[src/rtl/req_priority_dispatcher.sv]
// Sticky 16-line request capture with highest-index-first dispatch over a
// registered valid/ready offer of a 4-bit line index.
module req_priority_dispatcher #(
    parameter int unsigned N_REQ = 16,
    parameter int unsigned IDX_W = 4
) (
    input  logic             clk,
    input  logic             rst_n,
    input  logic [N_REQ-1:0] req_i,
    input  logic             en_i,
    input  logic             ready_i,
    output logic             valid_o,
    output logic [IDX_W-1:0] idx_o,
    output logic [N_REQ-1:0] pend_o,
    output logic             empty_o
);

    typedef enum logic {
        S_IDLE,
        S_OFFER
    } state_t;

    state_t           r_state;
    logic [N_REQ-1:0] r_pend;
    logic             r_valid;
    logic [IDX_W-1:0] r_idx;

    logic             w_accept;
    logic [N_REQ-1:0] w_clr_mask;
    logic [N_REQ-1:0] w_pend_masked;
    logic [IDX_W-1:0] w_winner;
    logic             w_any;

    always_comb begin
        w_accept               = r_valid & ready_i;
        w_clr_mask             = '0;
        w_clr_mask[r_idx]      = w_accept;
        w_pend_masked          = r_pend & ~w_clr_mask;
        w_any                  = |w_pend_masked;
    end

    // Ascending scan so the last hit, i.e. the highest set index, wins.
    always_comb begin
        w_winner = '0;
        for (int unsigned i = 0; i < N_REQ; i++) begin
            if (w_pend_masked[i]) begin
                w_winner = i[IDX_W-1:0];
            end
        end
    end

    // Set wins over clear: a request on the just-accepted line stays pending.
    always_ff @(posedge clk or negedge rst_n) begin
        if (!rst_n) begin
            r_state <= S_IDLE;
            r_pend  <= '0;
            r_valid <= 1'b0;
            r_idx   <= '0;
        end else begin
            r_pend <= w_pend_masked | req_i;
            case (r_state)
                S_IDLE: begin
                    if (en_i && w_any) begin
                        r_state <= S_OFFER;
                        r_valid <= 1'b1;
                        r_idx   <= w_winner;
                    end
                end
                S_OFFER: begin
                    if (w_accept) begin
                        if (en_i && w_any) begin
                            r_idx <= w_winner;
                        end else begin
                            r_state <= S_IDLE;
                            r_valid <= 1'b0;
                        end
                    end
                end
                default: begin
                    r_state <= S_IDLE;
                    r_valid <= 1'b0;
                end
            endcase
        end
    end

    assign valid_o = r_valid;
    assign idx_o   = r_idx;
    assign pend_o  = r_pend;
    assign empty_o = (r_pend == '0) && !r_valid;

endmodule

[config.mk]
export PLATFORM = sky130hd
export DESIGN_NAME = req_priority_dispatcher
export DESIGN_NICKNAME = d
export VERILOG_FILES = /design/src/rtl/req_priority_dispatcher.sv
export SDC_FILE = /design/constraint.sdc
export NUM_CORES = 1
export LEC_CHECK = 0
export CELL_PAD_IN_SITES_DETAIL_PLACEMENT = 2
export CELL_PAD_IN_SITES_GLOBAL_PLACEMENT = 2
export CORE_AREA = 2 2 56 111
export CTS_CLUSTER_SIZE = 28
export DETAILED_ROUTE_END_ITERATION = 7
export DIE_AREA = 0 0 58 113
export PLACE_DENSITY_LB_ADDON = 0.1
export SYNTH_ARGS = -nofsm -noshare
export SYNTH_HDL_FRONTEND = slang
export SYNTH_SLANG_ARGS = --single-unit
[constraint.sdc]
create_clock -name clk -period 2.77 [get_ports clk]
set_clock_uncertainty 0.1 [all_clocks]
set_input_delay 0.554 -clock clk [delete_from_list [all_inputs] [get_ports clk]]
set_output_delay 0.554 -clock clk [all_outputs]
set_load 0.02 [all_outputs]
==> summary.txt <==
Run status
  • Outcome: finished clean

Clock tree
  • CTS sink count: 22
  • CTS tree: yes
  • Post-CTS Setup Inserts: 0
  • Hold buffer count at cts: 0
  • Root buffer cell: clkbuf_16
  • CTS H-tree lvls: 1
  • Clock transition at path regs: 0.07 ns
  • Num CTS Buffers: 3
  • Clock latency on the worst-skew pair: 0.26 ns
  • Max Root-Sink Buffers: 2

Critical path
  • Startpoint Class: flop
  • Reg-to-reg slack, setup: 0.26 ns
  • Kind of critical path: reg -> out
  • Cell Chain, Critical Path: nor3_1 > nand4_1 > nor2_1 > clkdlybuf4s50_1
  • Worst r2r src: idx_o[0]$_DFFE_PN0P_
  • CP arrival: 1.99 ns
  • FF-to-FF path depth: 6
  • CP max stage delay: 0.60 ns
  • CP Capture Type: output pin
  • Crit Path Max Fanout: 10
  • Critical Path RT: 2.12 ns
  • Critical path's slowest cell: clkdlybuf4s50_1
  • Worst R2R End: idx_o[2]$_DFFE_PN0P_

Routing
  • WL met3: 150 um
  • Routed vias/inst: 5.55
  • Met2 WL post-DR: 3430 um
  • Top sig layer: met4
  • Vias: 1642
  • Antenna-violating nets left: 0
  • Routed WL: 6060 um
  • Starting DRT DRC Count: 38
  • Residual DRC count: 0
  • Metal-1 WL: 2330 um
  • DRT Pass-1 Iters: 5
  • Routed wire length per instance: 20.5 um

Timing
  • Worst Tran Pin Value: 0.457 ns
  • Final Hold Violating Endpoints: 0
  • Max Freq: 0.378 GHz
  • Setup ws final: 0.124 ns
  • Period minus WS final: 2.65 ns
  • Final critical-path share of the clock period: 0.955
  • Final setup violation count: 0
  • Pins Over Slew Limit: 0
  • Relative slew slack: 0.694
  • RSZ-0062 raised after global routing: no
  • Setup TNS: 0 ns
  • Worst hold slack: 0.415 ns

Logic synthesis
  • Synthesized instance count: 171
  • Post-synth top flop: dfrtp_1
  • Sequential area share after synthesis: 0.352
  • Most common cell in the netlist: dfrtp_1
  • Syn_area_per_cell: 9.15 um2
  • Syn_nets: 191
  • Mapped cell area: 0.00156 mm2
  • YS warnings: 0
  • Synth cell count leaders: dfrtp_1 (22), o21ai_0 (19), nand2b_1 (18)
  • Library cells used by synthesis: 47
  • FF+latch count, synth: 22
  • Cell taking the most area after synthesis: dfrtp_1
  • Top post-synthesis cells by area: dfrtp_1 (35%), nand2b_1 (7.2%), o21ai_0 (6.1%)
  • Async SR Flop Fraction: 1.00
  • Post-synth EDFFs: 0
  • Top-area cell type share of the netlist area: 0.352

Global routing
  • All-layer global routing usage: 0.201
  • Total grt overflow: 0
  • Largest net degree at the start of global routing: 23
  • Global-route wire length before repair: 10100 um
  • Antenna violations before repair: 0
  • Vias in the first global route: 1846

Cells and area
  • Layout Nets: 256
  • Final core occ: 0.414
  • Area Overhead vs Synth: 49.8%
  • Post-route insts no fill: 296
  • Fraction of layout cells with a size suffix above 1: 0.213
  • Filler cell count in the final layout: 636
  • N_diodes: 0
  • Cell area after layout: 0.00234 mm2

Placed design
  • Place WS: -0.247 ns
  • Port-buffer cells: 41
  • Placed instance count: 292
  • Placed cell area: 0.00221 mm2
  • Global placement routability congestion: 0.856
  • Hpwl dp: 4800 um

Job
  • Max Cap Viol: 0

Floorplanning
  • Chip Height: 113 um
  • Die area: 0.00655 mm2
  • Die W: 58 um
  • Core Area: 0.00566 mm2
  • Ports: 42
  • Rows: 39
  • Initial Util: 0.276

Hold path
  • Min-Delay Path Depth: 1
  • HP Start: r_state$_DFF_PN0_
  • Hold Crit Endpoint: valid_o$_DFFE_PN0P_
  • Worst hold path type: reg -> reg

Pwr
  • Power per cell area: 432 mW/mm2
  • Maximum vdd drop: 0.290 mV
  • Overall power: 1.01 mW
  • Pleak: 0.917 nW
[worst max-delay path by stage]
stage	startpoint	end	cells after the start
global route	pend_o[6]$_DFF_PN0_	empty_o	4
floorplan	ready_i	idx_o[1]$_DFFE_PN0P_	7
CTS	ready_i	idx_o[2]$_DFFE_PN0P_	7
detailed placement	ready_i	idx_o[2]$_DFFE_PN0P_	7
finish	pend_o[6]$_DFF_PN0_	empty_o	4
global placement	ready_i	idx_o[2]$_DFFE_PN0P_	7
[critical path: cells and delay by family (launching register included)]
family	cells	cell delay [ns]
simple gates	3	0.66
buf+inv	1	0.60
flops	1	0.48
[layout make-up]
type | count | area (um2) | area share
inverter | 8 | 30.0 | 0.0128
clock buffer | 3 | 75.1 | 0.0320
sequential | 22 | 552 | 0.235
clock inverter | 1 | 30.0 | 0.0128
tap | 61 | 76.3 | 0.0326
timing repair buffer | 70 | 631 | 0.269
multi-input combinational | 131 | 950 | 0.405
[metal layers]
layer | GRT usage | vias to the layer above
met1 | 0.236 | 823
met4 | 0.0558 | 0
met3 | 0.0171 | 12
li1 | - | 771
met2 | 0.376 | 36
met5 | 0 | -
[cell families after synthesis]
family,after synthesis,synth area share
DFF,22,0.352
buffers and inverters,18,0.0544
AOI/OAI and AO/OA,58,0.278
muxes,7,0.0528
and+or+nand+nor,66,0.263
[placed cells by master, fill, tap and decap left out, drive strengths merged, types with 3 or more instances in the layout]
| cell type | instances |
|---|---|
| inv | 8 |
| mux2i | 3 |
| nor3 | 5 |
| nor4 | 4 |
| dfrtp | 22 |
| a21o | 3 |
| o31ai | 5 |
| nand2b | 18 |
| clkdlybuf4s50 | 40 |
| clkbuf | 3 |
| or3 | 3 |
| a31oi | 7 |
| nor2 | 9 |
| nand4 | 3 |
| nor2b | 3 |
| o21ai | 21 |
| o2111ai | 3 |
| nand2 | 9 |
| mux2 | 4 |
| buf | 29 |
| a21oi | 5 |
[sequential cells by signal (all words and copies together) (netlist names)]
signal,flops
pend_o,16
idx_o,4
r_state,1
valid_o,1
[timing repair]
action / in CTS / in global routing
endpoints found under the setup margin: 1 / 5
resized for setup: 3 / 2
pin swaps: 0 / 0
[power breakdown]
group | switching, mW | total, mW | internal (mW)
Combinational | 0.108 | 0.212 | 0.103
Sequential | 0.0481 | 0.384 | 0.336
Clock | 0.129 | 0.417 | 0.288
No activity file was read; power rests on OpenSTA's default activity.
